===== src/rtl/mse_accum_if.sv =====
`default_nettype none
// +----------------------------------------------------------------------------+
// | Module      : mse_accum_if                                                 |
// | Description : Bundle of the handshake and result signals of mse_accum.     |
// |               master : frame controller / sample source / result consumer  |
// |               slave  : the error accumulator itself                        |
// |   start       m->s  1-cycle frame start request                            |
// |   in_valid    m->s  y_approx / y_exact valid this cycle                    |
// |   y_approx    m->s  signed approximate FIR sample                          |
// |   y_exact     m->s  signed exact FIR sample                                |
// |   res_ack     m->s  consumer accepts results                               |
// |   busy        s->m  frame in progress (skip, accumulate, drain)            |
// |   res_valid   s->m  results stable, held until res_ack                     |
// |   sse / mse   s->m  sum / mean of squared errors                           |
// |   max_abs_err s->m  peak absolute error                                    |
// |   ovf         s->m  sum of squares saturated during the frame              |
// | Revision    : 1.0  initial release                                         |
// +----------------------------------------------------------------------------+
interface mse_accum_if #(
   parameter int DATA_W = 16,
   parameter int ACC_W  = 48
);
   logic                     start;
   logic                     in_valid;
   logic signed [DATA_W-1:0] y_approx;
   logic signed [DATA_W-1:0] y_exact;
   logic                     res_ack;
   logic                     busy;
   logic                     res_valid;
   logic        [ACC_W-1:0]  sse;
   logic        [ACC_W-1:0]  mse;
   logic        [DATA_W:0]   max_abs_err;
   logic                     ovf;

   modport master (
      output start, in_valid, y_approx, y_exact, res_ack,
      input  busy, res_valid, sse, mse, max_abs_err, ovf
   );

   modport slave (
      input  start, in_valid, y_approx, y_exact, res_ack,
      output busy, res_valid, sse, mse, max_abs_err, ovf
   );
endinterface
`default_nettype wire


===== src/rtl/mse_accum.sv =====
`default_nettype none
// +----------------------------------------------------------------------------+
// | Module      : mse_accum                                                    |
// | Description : Per-frame error statistics between an approximate and an    |
// |               exact FIR output stream: sum of squared errors, mean squared |
// |               error and peak absolute error, with saturation flag.         |
// | Ports       : clk  rising-edge clock                                       |
// |               rst  asynchronous reset, active-high                         |
// |               bus  mse_accum_if.slave (samples in, handshake, results out) |
// | Revision    : 1.0  initial release                                         |
// +----------------------------------------------------------------------------+
module mse_accum #(
   parameter int DATA_W     = 16,
   parameter int LOG2_FRAME = 10,
   parameter int SKIP_N     = 2,
   parameter int ACC_W      = 48
) (
   input  logic          clk,
   input  logic          rst,
   mse_accum_if.slave    bus
);

   localparam int c_sq_w  = 2*DATA_W + 2;
   // One bit wider than both addends so the carry out flags saturation.
   localparam int c_sum_w = ((ACC_W > c_sq_w) ? ACC_W : c_sq_w) + 1;
   localparam int c_cnt_w = LOG2_FRAME + 1;
   localparam logic [c_cnt_w-1:0] c_frame_last = c_cnt_w'((1 << LOG2_FRAME) - 1);
   localparam logic [c_cnt_w-1:0] c_skip_last  = c_cnt_w'((SKIP_N > 0) ? SKIP_N - 1 : 0);

   typedef enum logic [2:0] {
      ST_IDLE  = 3'd0,
      ST_SKIP  = 3'd1,
      ST_ACCUM = 3'd2,
      ST_DRAIN = 3'd3,
      ST_DONE  = 3'd4
   } state_t;

   state_t                     r_state;
   state_t                     w_state_nxt;
   logic        [c_cnt_w-1:0]  r_cnt;
   logic                       r_s1_vld;
   logic signed [DATA_W:0]     r_s1_diff;
   logic        [DATA_W:0]     r_s1_abs;
   logic                       r_s2_vld;
   logic        [c_sq_w-1:0]   r_sq;
   logic        [DATA_W:0]     r_max;
   logic        [ACC_W-1:0]    r_acc;
   logic                       r_ovf;
   logic        [ACC_W-1:0]    r_sse;
   logic        [ACC_W-1:0]    r_mse;
   logic        [DATA_W:0]     r_max_out;
   logic                       r_ovf_out;

   logic                       w_begin;
   logic                       w_skip;
   logic                       w_take;
   logic                       w_done_entry;
   logic signed [DATA_W:0]     w_diff;
   logic        [DATA_W:0]     w_abs;
   logic signed [c_sq_w-1:0]   w_dx;
   logic signed [c_sq_w-1:0]   w_sq;
   logic        [c_sum_w-1:0]  w_sum;
   logic                       w_sat;

   assign w_begin      = bus.start && (r_state == ST_IDLE);
   assign w_skip       = bus.in_valid && (r_state == ST_SKIP);
   assign w_take       = bus.in_valid && (r_state == ST_ACCUM);
   assign w_done_entry = (r_state == ST_DRAIN) && (w_state_nxt == ST_DONE);

   // ---------------------------------------------------------------- FSM
   always_ff @(posedge clk or posedge rst) begin
      if (rst) r_state <= ST_IDLE;
      else     r_state <= w_state_nxt;
   end

   always_comb begin
      w_state_nxt = r_state;
      case (r_state)
         ST_IDLE:  if (bus.start)
                      w_state_nxt = (SKIP_N == 0) ? ST_ACCUM : ST_SKIP;
         ST_SKIP:  if (bus.in_valid && (r_cnt == c_skip_last))
                      w_state_nxt = ST_ACCUM;
         ST_ACCUM: if (bus.in_valid && (r_cnt == c_frame_last))
                      w_state_nxt = ST_DRAIN;
         // Both pipeline stages empty means the final square is in r_acc.
         ST_DRAIN: if (!r_s1_vld && !r_s2_vld)
                      w_state_nxt = ST_DONE;
         ST_DONE:  if (bus.res_ack)
                      w_state_nxt = ST_IDLE;
         default:  w_state_nxt = ST_IDLE;
      endcase
   end

   // Shared sample counter: counts discarded fill samples in SKIP, then
   // restarts at zero for the frame proper.
   always_ff @(posedge clk or posedge rst) begin
      if (rst)          r_cnt <= '0;
      else if (w_begin) r_cnt <= '0;
      else if (w_skip)  r_cnt <= (r_cnt == c_skip_last) ? '0 : r_cnt + 1'b1;
      else if (w_take)  r_cnt <= r_cnt + 1'b1;
   end

   // ---------------------------------------------------------------- S1
   // Extending before subtracting keeps the full range of the difference.
   assign w_diff = {bus.y_approx[DATA_W-1], bus.y_approx} - {bus.y_exact[DATA_W-1], bus.y_exact};
   assign w_abs  = w_diff[DATA_W] ? (~w_diff + 1'b1) : w_diff;

   always_ff @(posedge clk or posedge rst) begin
      if (rst) begin
         r_s1_vld  <= 1'b0;
         r_s1_diff <= '0;
         r_s1_abs  <= '0;
      end else begin
         r_s1_vld <= w_take;
         if (w_take) begin
            r_s1_diff <= w_diff;
            r_s1_abs  <= w_abs;
         end
      end
   end

   // ---------------------------------------------------------------- S2
   assign w_dx = c_sq_w'(r_s1_diff);
   assign w_sq = w_dx * w_dx;

   always_ff @(posedge clk or posedge rst) begin
      if (rst) begin
         r_s2_vld <= 1'b0;
         r_sq     <= '0;
         r_max    <= '0;
      end else begin
         r_s2_vld <= r_s1_vld;
         if (r_s1_vld) r_sq <= w_sq;
         if (w_begin)
            r_max <= '0;
         else if (r_s1_vld && (r_s1_abs > r_max))
            r_max <= r_s1_abs;
      end
   end

   // ---------------------------------------------------------------- S3
   assign w_sum = c_sum_w'(r_acc) + c_sum_w'(r_sq);
   assign w_sat = |w_sum[c_sum_w-1:ACC_W];

   always_ff @(posedge clk or posedge rst) begin
      if (rst) begin
         r_acc <= '0;
         r_ovf <= 1'b0;
      end else if (w_begin) begin
         r_acc <= '0;
         r_ovf <= 1'b0;
      end else if (r_s2_vld) begin
         if (w_sat) begin
            r_acc <= '1;
            r_ovf <= 1'b1;
         end else begin
            r_acc <= w_sum[ACC_W-1:0];
         end
      end
   end

   // ---------------------------------------------------------------- results
   // Captured once on DONE entry and held until the next frame completes.
   always_ff @(posedge clk or posedge rst) begin
      if (rst) begin
         r_sse     <= '0;
         r_mse     <= '0;
         r_max_out <= '0;
         r_ovf_out <= 1'b0;
      end else if (w_done_entry) begin
         r_sse     <= r_acc;
         r_mse     <= r_acc >> LOG2_FRAME;
         r_max_out <= r_max;
         r_ovf_out <= r_ovf;
      end
   end

   assign bus.busy        = (r_state == ST_SKIP) || (r_state == ST_ACCUM) || (r_state == ST_DRAIN);
   assign bus.res_valid   = (r_state == ST_DONE);
   assign bus.sse         = r_sse;
   assign bus.mse         = r_mse;
   assign bus.max_abs_err = r_max_out;
   assign bus.ovf         = r_ovf_out;

endmodule
`default_nettype wire


===== src/flat_wrapper.sv =====
// flat-port wrapper written by rule: the top's interface ports become plain ports
module mse_accum_flat 
#(
   parameter int DATA_W     = 16,
   parameter int LOG2_FRAME = 10,
   parameter int SKIP_N     = 2,
   parameter int ACC_W      = 48
)
  (clk, rst, bus_start, bus_in_valid, bus_y_approx, bus_y_exact, bus_res_ack, bus_busy, bus_res_valid, bus_sse, bus_mse, bus_max_abs_err, bus_ovf);
  mse_accum_if #(.DATA_W(DATA_W), .ACC_W(ACC_W)) bus_i ();
  input  logic clk;
  input  logic rst;
  input wire logic [$bits(bus_i.start)-1:0] bus_start;
  input wire logic [$bits(bus_i.in_valid)-1:0] bus_in_valid;
  input wire logic [$bits(bus_i.y_approx)-1:0] bus_y_approx;
  input wire logic [$bits(bus_i.y_exact)-1:0] bus_y_exact;
  input wire logic [$bits(bus_i.res_ack)-1:0] bus_res_ack;
  output wire logic [$bits(bus_i.busy)-1:0] bus_busy;
  output wire logic [$bits(bus_i.res_valid)-1:0] bus_res_valid;
  output wire logic [$bits(bus_i.sse)-1:0] bus_sse;
  output wire logic [$bits(bus_i.mse)-1:0] bus_mse;
  output wire logic [$bits(bus_i.max_abs_err)-1:0] bus_max_abs_err;
  output wire logic [$bits(bus_i.ovf)-1:0] bus_ovf;
  assign bus_i.start = bus_start;
  assign bus_i.in_valid = bus_in_valid;
  assign bus_i.y_approx = bus_y_approx;
  assign bus_i.y_exact = bus_y_exact;
  assign bus_i.res_ack = bus_res_ack;
  assign bus_busy = bus_i.busy;
  assign bus_res_valid = bus_i.res_valid;
  assign bus_sse = bus_i.sse;
  assign bus_mse = bus_i.mse;
  assign bus_max_abs_err = bus_i.max_abs_err;
  assign bus_ovf = bus_i.ovf;
  mse_accum #(.DATA_W(DATA_W), .LOG2_FRAME(LOG2_FRAME), .SKIP_N(SKIP_N), .ACC_W(ACC_W)) u_core (.clk(clk), .rst(rst), .bus(bus_i));
endmodule

===== config.mk =====
export PLATFORM = sky130hd
export DESIGN_NAME = mse_accum_flat
export DESIGN_NICKNAME = d
export VERILOG_FILES = /design/src/rtl/mse_accum_if.sv /design/src/rtl/mse_accum.sv /design/src/flat_wrapper.sv
export SDC_FILE = /design/constraint.sdc
export NUM_CORES = 1
export LEC_CHECK = 0
export CAP_MARGIN = 40
export CORE_MARGIN = 2
export CORE_UTILIZATION = 70
export DETAILED_ROUTE_END_ITERATION = 16
export DONT_BUFFER_PORTS = 1
export GPL_TIMING_DRIVEN = 0
export PLACE_DENSITY = 0.95
export SYNTH_ARGS = -nofsm -noshare
export SYNTH_HDL_FRONTEND = slang
export SYNTH_SLANG_ARGS = --single-unit

===== constraint.sdc =====
create_clock -name clk -period 10.81 [get_ports clk]
set_input_delay 2.162 -clock clk [delete_from_list [all_inputs] [get_ports clk]]
set_output_delay 2.162 -clock clk [all_outputs]
set_load 0.005 [all_outputs]

== After elaboration in Yosys (flattened, before gate mapping) ==
Index checks and enable logic that the tools add are counted.
Storage, ports and cells
  bits of input ports: 37
  bits in registers: 254
  output and inout port bits: 116
  word-level logic and storage cells: 65
Operators by class
  bitwise gates (word level): 1
  equal/unequal tests: 7
  reductions and logical operators: 18
  add/sub/neg operators: 4
  multiply operators: 1
  order comparisons: 1
  multiplexer cells: 19
Operator list (count)
  $mux W48: 3
  $mux W17: 3
  $add A48 B34 Y49: 1
  $mux W11: 4
  $mul A17 B17 Y34: 1
  $add A17 B1 Y17 const B: 1
  $gt A17 B17 Y1: 1
  $not A17 Y17: 1
  $sub A16 B16 Y17: 1
  $mux W3: 5
  $pmux W3 S5: 1
  $add A11 B1 Y11 const B: 1
  $eq A11 B1 Y1 const B: 1
  $eq A11 B10 Y1 const B: 1
  $logic_and A1 B1 Y1: 8
  $eq A3 B2 Y1 const B: 2
  $eq A3 B3 Y1 const B: 2
  $reduce_bool A2 Y1: 3
  $eq A3 B1 Y1 const B: 1
  $logic_not A3 Y1: 1
  $mux W1: 3
  $reduce_bool A3 Y1: 1
  $logic_not A1 Y1: 2
  $logic_or A1 B1 Y1: 2
  $reduce_and A2 Y1: 1

== Depth between registers and ports, before layout ==
Gate-level depths: netlist of the first run.
  depth after elaboration: 6
  gate-level depth with buffers: 27
  mapped depth without buffers: 25

== Worst setup path before layout of the first run ==
No wires, ideal clock.
  path type: register -> register
  start point: register u_core.r_s1_diff[16]
  end point: register u_core.r_sq[33]
  period minus slack after synthesis: 6849 ps
  path buffers: 2
  setup time: 125 ps
  required time: 10685 ps
  stages on the path, launching flop included: 23
  slack: 3961 ps
  arrival time: 6725 ps
  cells stage by stage: dfrtp_1 clkbuf_1 clkbuf_1 and2_1 fa_1 fa_1 inv_1 fa_1 fa_1 fa_1 fa_1 inv_1 ha_1 a21o_1 a21oi_1 nor2_1 or4_1 o31a_1 nand4_1 a31oi_1 a2111oi_2 xnor2_1 mux2_2
On the way
  cells in the longest elaborated chain, start to end: 1
Ends and longest elaborated chain
  start, declared: line mse_accum.sv:42  | logic signed [DATA_W:0] r_s1_diff;
  start signal, assigned: line mse_accum.sv:116  | r_s1_diff <= w_diff;
  $mul A17 B17 Y34: line mse_accum.sv:124  | assign w_sq = w_dx * w_dx;
  end signal, assigned: line mse_accum.sv:133  | if (r_s1_vld) r_sq <= w_sq;
  end, declared: line mse_accum.sv:45  | logic [c_sq_w-1:0] r_sq;
No other way between the ends.
A chain may end at the register's enable or synchronous reset.

== Final worst setup path of the first run ==
  start point: register u_core.r_s1_diff[6]
  end point: register u_core.r_sq[33]
The elaborated chain is that of the path after synthesis.

==> results.sh, run 1 <==
export IMPL_cts_max_level=1
export IMPL_synth_cell_type_count=66
export IMPL_first_global_vias=19000
export IMPL_ctsLongestPathBuffers=3
export IMPL_nets=2844
export IMPL_slew_headroom_pct=39.7
export IMPL_end_kind="register"
export IMPL_period_share_pct=75.7
export IMPL_rsz0062_at_grt="no"
export IMPL_die_w_um=181
export IMPL_global_route_usage_met3_pct=8.16
export IMPL_final_seq_area_um2=5360
export IMPL_start_util_pct=71.4
export IMPL_maxCapViolCount=0
export IMPL_yosysSeqAreaShare_pct=24.4
export IMPL_crit_top_cell="fa_1"
export IMPL_avgSynthCellArea_um2=9.36
export IMPL_cp_arrival_ps=8590
export IMPL_max_stage_delay_ps=750
export IMPL_ys_flop_type="dfrtp_1"
export IMPL_cts_reportedPaths_clkPinSlew_ps=70
export IMPL_skew_ps=23.7
export IMPL_dieArea_um2=32800
export IMPL_core_um2=30700
export IMPL_ctsHoldBuffers=0
export IMPL_place_area_um2=22500
export IMPL_cts_setup_buffers=0
export IMPL_row_count=64
export IMPL_cp_slowest_cell="clkbuf_1"
export IMPL_drive_above_1_share_pct=7.23
export IMPL_path_cells="clkbuf_1, clkbuf_1, nand2_1, fa_1, inv_1, fa_1, inv_1, fa_1, fa_1, fa_1, fa_1, inv_1, ha_1, a21o_1, a21oi_1, nor2_1, or4_1, o31a_1, nand4_1, a31oi_1, a2111oi_2, xnor2_1, mux2_2"
export IMPL_cp_max_fo=10
export IMPL_ant_nets=0
export IMPL_worstPathRequired_ps=11220
export IMPL_use_met1_pct=43.7
export IMPL_synth_edf_count=0
export IMPL_drv_slew=0
export IMPL_finalHoldViolations=0
export IMPL_cts_resized=0
export IMPL_hold_class="reg2reg"
export IMPL_postSynthCellCount=2346
export IMPL_grt_overflow=0
export IMPL_yosysWarnings=0
export IMPL_viasPerCell=6.42
export IMPL_ys_seq_elements=214
export IMPL_async_reset_ff_share_pct=100
export IMPL_setup_viol=0
export IMPL_die_h_um=181
export IMPL_layout_commonest_cell="inv_1"
export IMPL_layout_common_cells="inv_1, fa_1, dfrtp_1, nand2_1, ha_1"
export IMPL_setup_tns_final_ps=0
export IMPL_status="finished clean"
export IMPL_multiInputGateArea_um2=14400
export IMPL_cts_sinks=214
export IMPL_grt_first_pass_wirelength_um=95500
export IMPL_top_usage_layer="met2"
export IMPL_critical_path_class="reg2reg"
export IMPL_cp_start_kind="register"
export IMPL_worst_slew_pin_slew_ps=904
export IMPL_first_pass_iters=6
export IMPL_grt_use_total_pct=36.6
export IMPL_num_vias=17900
export IMPL_routabilityCongestion=0.977
export IMPL_clock_fmax_mhz=122
export IMPL_hpwl_um=45700
export IMPL_root_buffer="clkbuf_16"
export IMPL_fin_crit_ps=8180
export IMPL_syn2layout_area_growth_pct=5.74
export IMPL_totalWireLength_um=59100
export IMPL_drt_iter0_markers=1504
export IMPL_ioPinCount=153
export IMPL_portBuffers=0
export IMPL_clk_latency_ps=520
export IMPL_post_route_drc_count=0
export IMPL_antenna_cells=0
export IMPL_grt_max_degree=123
export IMPL_n_fill_cell=1944
export IMPL_crit_family="adder cells"
export IMPL_cts_buffers_inserted=21
export IMPL_stdcell_area_um2=23200
export IMPL_antenna_found_initial=2
export IMPL_avgRoutedWirePerCell_um=21.2
export IMPL_critPathBufInv=5
export IMPL_grtUsageMet2_pct=62.0
export IMPL_synth_area_um2=22000
export IMPL_cts_tree="yes"
[synthesized netlist by cell type (4+ instances only)]
master	count	share of area, %
a211o_1	4	0.16
a211oi_1	10	0.34
a21boi_0	7	0.24
a21o_1	35	1.2
a21oi_1	131	3.0
a22oi_1	4	0.14
a311oi_1	6	0.24
a31o_2	7	0.28
a31oi_1	20	0.57
a41oi_1	5	0.20
and2_1	53	1.5
and3_1	16	0.46
buf_1	9	0.15
buf_4	48	1.6
clkbuf_1	70	1.2
dfrtp_1	214	24
fa_1	265	24
ha_1	163	9.3
inv_1	422	7.2
mux2_2	67	3.4
mux2i_1	17	0.78
nand2_1	207	3.5
nand2b_1	18	0.51
nand3_1	44	1.0
nand3b_1	4	0.14
nand4_1	18	0.51
nor2_1	83	1.4
nor2b_1	21	0.60
nor3_1	17	0.39
o211ai_1	6	0.21
o21a_1	14	0.48
o21ai_0	150	3.4
o21bai_1	8	0.27
o31ai_1	7	0.24
o41ai_1	4	0.16
or2_2	7	0.20
or3_1	12	0.34
xnor2_1	67	2.7
xor2_1	38	1.5
[layout make-up]
class | count | area share, %
buffer | 130 | 2.92
clock buffer | 28 | 2.51
clock inverter | 10 | 0.490
inverter | 425 | 6.90
multi-input combinational | 1586 | 61.9
sequential | 214 | 23.1
tap | 396 | 2.13
timing repair buffer | 1 | 0.119
[registers in the layout, summed over array words and instances (netlist names)]
signal                  count
u_core.bus.sse             48
u_core.r_acc               48
u_core.r_sq                33
u_core.bus.max_abs_err     17
u_core.r_max               17
u_core.r_s1_diff           17
u_core.r_s1_abs            16
u_core.r_cnt               11
u_core.r_state              3
u_core.bus.ovf              1
u_core.r_ovf                1
u_core.r_s1_vld             1
u_core.r_s2_vld             1
[metrics by stage]
stage | util [%] | hold slack [ps] | std cells | setup WS [ps]
6_report | 75.5 | 392 | 2790 | 2630
5_1_grt | 75.5 | 412 | 2790 | 2440
4_1_cts | 75.5 | 390 | 2790 | 2810
3_5_place_dp | 73.2 | 359 | 2752 | 2870
3_3_place_gp | 73.1 | 358 | 2751 | 1010
2_1_floorplan | - | 352 | 2355 | 2800
[metal layers]
layer	wire (um)	share of wire, %
met1	20800	35
met3	5640	9.5
met5	13	0.022
met4	3940	6.7
met2	28800	49
[cells by family (layout without fill, tap and decap cells)]
family	after synthesis	after routing	synth area share, %
buffers and inverters	555	594	10.4
other	1	10	0.0171
DFF	214	214	24.4
xor gates and xnor gates	105	105	4.19
muxes	84	84	4.21
adders and majority gates	428	428	33.5
and+or+nand+nor	516	516	11.2
AOI/OAI and AO/OA	443	443	12.2
[final timing paths]
path	from	endpoint	slack, ps	depth (start not counted)
worst min register to register	u_core.r_s1_vld	u_core.r_s2_vld	390	0
worst max-delay path	u_core.r_s1_diff[6]	u_core.r_sq[33]	2630	23
worst max register to register	u_core.r_s1_diff[6]	u_core.r_sq[33]	2630	23
max in group asynchronous	rst	u_core.r_acc[8]	8190	2
worst min-delay path	u_core.r_s1_vld	u_core.r_s2_vld	390	0
min in group asynchronous	rst	u_core.bus.max_abs_err[6]	1680	1
Power of run 1 is not shown: default switching activity piles up to over one toggle a cycle in this logic, so the estimate is an artifact.
==> run 2: changes to the inputs <==
--- a/config.mk
+++ b/config.mk
@@ -7,11 +7,11 @@
 export LEC_CHECK = 0
 export CAP_MARGIN = 40
 export CORE_MARGIN = 2
-export CORE_UTILIZATION = 70
+export CORE_UTILIZATION = 66
 export DETAILED_ROUTE_END_ITERATION = 16
 export DONT_BUFFER_PORTS = 1
 export GPL_TIMING_DRIVEN = 0
-export PLACE_DENSITY = 0.95
+export PLACE_DENSITY = 0.93
 export SYNTH_ARGS = -nofsm -noshare
 export SYNTH_HDL_FRONTEND = slang
 export SYNTH_SLANG_ARGS = --single-unit
==> constraint.sdc (replaced) <==
create_clock -name clk -period 7.8 [get_ports clk]
set_input_delay 1.56 -clock clk [delete_from_list [all_inputs] [get_ports clk]]
set_output_delay 1.56 -clock clk [all_outputs]
set_load 0.005 [all_outputs]
==> run 2 against run 1 <==
  * Global-route usage down 3.4 points
  * Via count fell by 2.9%
  * First-iteration DRC count up 4.1%
  * Fmax increased by 6.5%
  * Die area grew 5.9%
  * Core utilization is 3.9 points lower
  * Cell count up 1.6%
  * Register-to-register slack worse by 2500 ps
  * Clock skew is 5.6 ps lower
  * Critical endpoint unchanged
  * Largest cell class unchanged
==> results.sh, run 2 (synthesis results as in run 1) <==
export IMPL_period_share_pct=98.5
export IMPL_global_route_usage_met3_pct=5.34
export IMPL_drv_slew=0
export IMPL_cts_setup_buffers=0
export IMPL_finalHoldViolations=0
export IMPL_cp_arrival_ps=8070
export IMPL_status="finished clean"
export IMPL_setup_ws_ps=114
export IMPL_syn2layout_area_growth_pct=6.34
export IMPL_dp_worst_setup_slack_ps=-306
export IMPL_antenna_found_initial=1
export IMPL_cts_reportedPaths_clkPinSlew_ps=60
export IMPL_cts_sinks=214
export IMPL_cp_start_kind="register"
export IMPL_row_count=66
export IMPL_num_vias=17400
export IMPL_first_pass_iters=8
export IMPL_cp_max_fo=10
export IMPL_use_met1_pct=42.0
export IMPL_core_um2=32600
export IMPL_critPathLaunch="u_core.r_s1_diff[16]"
export IMPL_hpwl_um=44800
export IMPL_antenna_cells=0
export IMPL_reg2regPathDepth=22
export IMPL_cts_buffers_inserted=22
export IMPL_rsz0062_at_grt="no"
export IMPL_fin_crit_ps=7690
export IMPL_top_usage_layer="met2"
export IMPL_hold_class="reg2reg"
export IMPL_whs_ps=399
export IMPL_worst_slew_pin_slew_ps=930
export IMPL_cts_max_level=1
export IMPL_grt_use_total_pct=33.2
export IMPL_totalWireLength_um=57200
export IMPL_maxCapViolCount=0
export IMPL_critical_path_class="reg2reg"
export IMPL_n_fill_cell=2198
export IMPL_worstHoldStart="u_core.r_s1_vld"
export IMPL_slew_headroom_pct=38.0
export IMPL_grt_max_degree=81
export IMPL_die_w_um=186
export IMPL_ctsHoldBuffers=0
export IMPL_reg2reg_from="u_core.r_s1_diff[16]"
export IMPL_min_path_cells=0
export IMPL_layout_common_cells="inv_1, fa_1, dfrtp_1, nand2_1, ha_1"
export IMPL_end_kind="register"
export IMPL_portBuffers=0
export IMPL_drive_above_1_share_pct=7.77
export IMPL_first_global_vias=18300
export IMPL_grt_first_pass_wirelength_um=92800
export IMPL_avgRoutedWirePerCell_um=20.2
export IMPL_clock_fmax_mhz=130
export IMPL_root_buffer="clkbuf_16"
export IMPL_nets=2847
export IMPL_setup_viol=0
export IMPL_cts_tree="yes"
export IMPL_ioPinCount=153
export IMPL_viasPerCell=6.14
export IMPL_routabilityCongestion=0.985
export IMPL_drt_iter0_markers=1565
export IMPL_post_route_drc_count=0
export IMPL_clk_latency_ps=520
export IMPL_ant_nets=0
export IMPL_start_util_pct=67.3
export IMPL_dieArea_um2=34700
export IMPL_worstPathRequired_ps=8190
export IMPL_ctsLongestPathBuffers=3
export IMPL_grt_overflow=0
export IMPL_skew_ps=18.1
export IMPL_grtUsageMet2_pct=56.4
export IMPL_layout_commonest_cell="inv_1"
export IMPL_die_h_um=186
[run 2: cell types whose count changed in the layout (fill, tap and decap cells not counted), sizes merged]
cell and change:
clkinv -2, clkbuf -2, buf +3
[run 2: worst max-delay path: stages (launching register included)]
cell and delay [ps]:
dfrtp_2 500, clkbuf_2 230, clkbuf_2 260, and2_1 270
fa_1 670, fa_2 790, inv_1 190, fa_1 540
fa_1 570, fa_1 430, fa_1 490, inv_1 40
ha_1 340, a21o_1 200, a21oi_1 130, nor2_1 70
or4_1 410, o31a_1 320, nand4_1 170, a31oi_1 140
a2111oi_2 350, xnor2_1 130, mux2_2 290
[run 2: stage by stage]
step | setup TNS [ps] | cells | cell area [um2] | utilization [%]
2_1_floorplan | 0 | 2355 | 22000 | -
3_3_place_gp | -329850 | 2797 | 22500 | 69.1
3_5_place_dp | -388 | 2801 | 22600 | 69.4
4_1_cts | 0 | 2835 | 23300 | 71.5
5_1_grt | 0 | 2835 | 23300 | 71.6
6_report | 0 | 2835 | 23300 | 71.6
[run 2: final cells by class]
class	instances	area, um2	share of cell area, %
repair buffers	4	81.3	0.348
inverters	425	1600	6.87
multi-input cells	1586	14400	61.5
clock inverters	8	100	0.429
well taps	442	553	2.37
flip-flops and latches	214	5360	22.9
clock buffers	27	601	2.57
plain buffers	129	686	2.94
[run 2: repair_timing]
item,in CTS,in global routing
resized for setup,5,12
pin swaps,0,1
endpoints found under the setup margin,2,2
[run 2: final timing paths]
kind,end,slack [ps]
min in group asynchronous,u_core.bus.sse[43],940
worst max-delay path,u_core.r_sq[33],110
max in group asynchronous,u_core.r_s1_diff[16],6080
worst min-delay path,u_core.r_s2_vld,400
worst max register to register,u_core.r_sq[33],110
worst min register to register,u_core.r_s2_vld,400
[run 2: per-layer routing]
layer	up-vias	wire (um)	share of wire, %
li1	7593	-	-
met2	894	28000	49
met3	221	4730	8.3
met5	-	13	0.023
met4	2	2870	5.0
met1	8683	21600	38
Power of run 2 is left out for the same reason.
==> run 3: changes to the inputs <==
--- a/config.mk
+++ b/config.mk
@@ -6,7 +6,7 @@
 export NUM_CORES = 1
 export LEC_CHECK = 0
 export CAP_MARGIN = 40
-export CORE_MARGIN = 2
+export CORE_MARGIN = 10
 export CORE_UTILIZATION = 66
 export DETAILED_ROUTE_END_ITERATION = 16
 export DONT_BUFFER_PORTS = 1
==> constraint.sdc (replaced) <==
create_clock -name clk -period 7.8 [get_ports clk]
set_input_delay 1.56 -clock clk [delete_from_list [all_inputs] [get_ports clk]]
set_output_delay 1.56 -clock clk [all_outputs]
set_load 0.02 [all_outputs]
==> run 3 against run 2 <==
  * First-iteration DRC count grew 13%
  * Clock skew fell by 8.5 ps
  * Fmax up 1.8%
  * Worst setup slack gained 140 ps
  * Die area increased by 18%
  * Critical path depth decreased by 1
  * Register-to-register slack improved by 140 ps
  * Clock-buffer cell count up 4
  * Cell count grew 0.18%
  * Sequential cell count did not move
  * Cell area barely moved
  * Wire length up 4.3%
  * Largest cell class unchanged
==> results.sh, run 3 (synthesis results as in run 1) <==
export IMPL_status="finished clean"
export IMPL_finalHoldViolations=0
export IMPL_viasPerCell=6.14
export IMPL_syn2layout_area_growth_pct=6.42
export IMPL_whs_ps=394
export IMPL_cp_start_kind="register"
export IMPL_worstPathRequired_ps=8190
export IMPL_setup_tns_final_ps=0
export IMPL_ant_nets=0
export IMPL_grt_use_total_pct=29.0
export IMPL_critical_path_class="reg2reg"
export IMPL_layout_commonest_cell="inv_1"
export IMPL_first_global_vias=18300
export IMPL_fin_crit_ps=7550
export IMPL_worst_slew_pin_slew_ps=870
export IMPL_dieArea_um2=41000
export IMPL_die_w_um=202
export IMPL_drive_above_1_share_pct=7.88
export IMPL_ctsLongestPathBuffers=3
export IMPL_num_vias=17400
export IMPL_cts_reportedPaths_clkPinSlew_ps=60
export IMPL_ctsHoldBuffers=0
export IMPL_cp_arrival_ps=7940
export IMPL_grt_overflow=0
export IMPL_crit_top_cell="fa_1"
export IMPL_hold_class="reg2reg"
export IMPL_path_cells="clkbuf_1, clkbuf_1, nand2_1, fa_1, fa_1, fa_1, inv_1, fa_1, fa_1, inv_1, fa_1, inv_1, ha_1, a2111oi_2, a2111oi_2, o31a_1, nand4_1, a31oi_1, a2111oi_2, xnor2_1, mux2_2"
export IMPL_setup_viol=0
export IMPL_die_h_um=202
export IMPL_final_util_pct=71.4
export IMPL_totalWireLength_um=59700
export IMPL_cts_buffers_inserted=22
export IMPL_cts_max_level=1
export IMPL_cts_sinks=214
export IMPL_rsz0062_at_grt="no"
export IMPL_routabilityCongestion=0.972
export IMPL_antenna_found_initial=1
export IMPL_portBuffers=0
export IMPL_max_stage_delay_ps=610
export IMPL_nets=2848
export IMPL_layout_common_cells="inv_1, fa_1, dfrtp_1, nand2_1, ha_1"
export IMPL_cts_tree="yes"
export IMPL_skew_ps=9.64
export IMPL_cp_max_fo=10
export IMPL_ioPinCount=153
export IMPL_clk_latency_ps=510
export IMPL_period_share_pct=96.8
export IMPL_drt_iter0_markers=1763
export IMPL_clock_fmax_mhz=132
export IMPL_drv_slew=0
export IMPL_cp_slowest_cell="clkbuf_1"
export IMPL_row_count=66
export IMPL_avgRoutedWirePerCell_um=21.0
export IMPL_first_pass_iters=5
export IMPL_routed_wl_met3_um=5250
export IMPL_wl_met1_um=22300
export IMPL_post_route_drc_count=0
export IMPL_grt_max_degree=76
export IMPL_wl_met2_um=29800
export IMPL_highest_layer="met5"
export IMPL_end_kind="register"
export IMPL_maxCapViolCount=0
export IMPL_core_um2=32700
export IMPL_slew_headroom_pct=41.7
export IMPL_grt_first_pass_wirelength_um=96500
export IMPL_root_buffer="clkbuf_16"
export IMPL_hpwl_um=46200
export IMPL_start_util_pct=67.1
[run 3: critical path: cells and delay by family, from the launching register on]
family	cells	cell delay [ps]
AOI/OAI and AO/OA	5	1490
xor gates and xnor gates	1	100
adders and majority gates	7	3480
buffers and inverters	5	1280
DFF	1	450
muxes	1	280
and+or+nand+nor	2	360
[run 3: path summary, 6_finish.rpt]
| kind | cells after the start | to | from | slack (ps) |
|---|---|---|---|---|
| setup / recovery | 21 | u_core.r_sq[33] | u_core.r_s1_diff[12] | 250 |
| hold / removal | 0 | u_core.r_s2_vld | u_core.r_s1_vld | 390 |
| setup reg to reg | 21 | u_core.r_sq[33] | u_core.r_s1_diff[12] | 250 |
| hold reg to reg | 0 | u_core.r_s2_vld | u_core.r_s1_vld | 390 |
| max in group asynchronous | 2 | u_core.r_acc[7] | rst | 6130 |
| min in group asynchronous | 1 | u_core.bus.sse[43] | rst | 930 |
[run 3: area by class of cell]
class	count	area (um2)
antenna	1	2.50
buffer	129	687
clock buffer	31	636
clock inverter	7	70.1
fill	2286	9340
inverter	425	1600
multi-input combinational	1586	14400
sequential	214	5360
tap	442	553
timing repair buffer	5	88.8
[run 3: timing repair]
action / 4_1_cts / 5_1_grt
pin swaps: 0 / 1
endpoints found under the setup margin: 2 / 3
resized for setup: 7 / 12
buffers inserted: 0 / 1
[run 3: routing by layer]
metal | up-vias | global-route usage [%]
met5 | - | 0
met4 | 2 | 9.43
met3 | 221 | 5.31
met2 | 914 | 50.7
met1 | 8684 | 35.7
li1 | 7620 | -
[run 3: through the flow]
step                      instance area (um2)  setup WS [ps]  instances
after floorplan                         22000            389       2355
after global placement                  22500          -1470       2797
after detailed placement                22600           -260       2801
after CTS                               23300           84.2       2839
after global routing                    23400           69.9       2839
final                                   23400            250       2840
Power of run 3 is left out for the same reason.
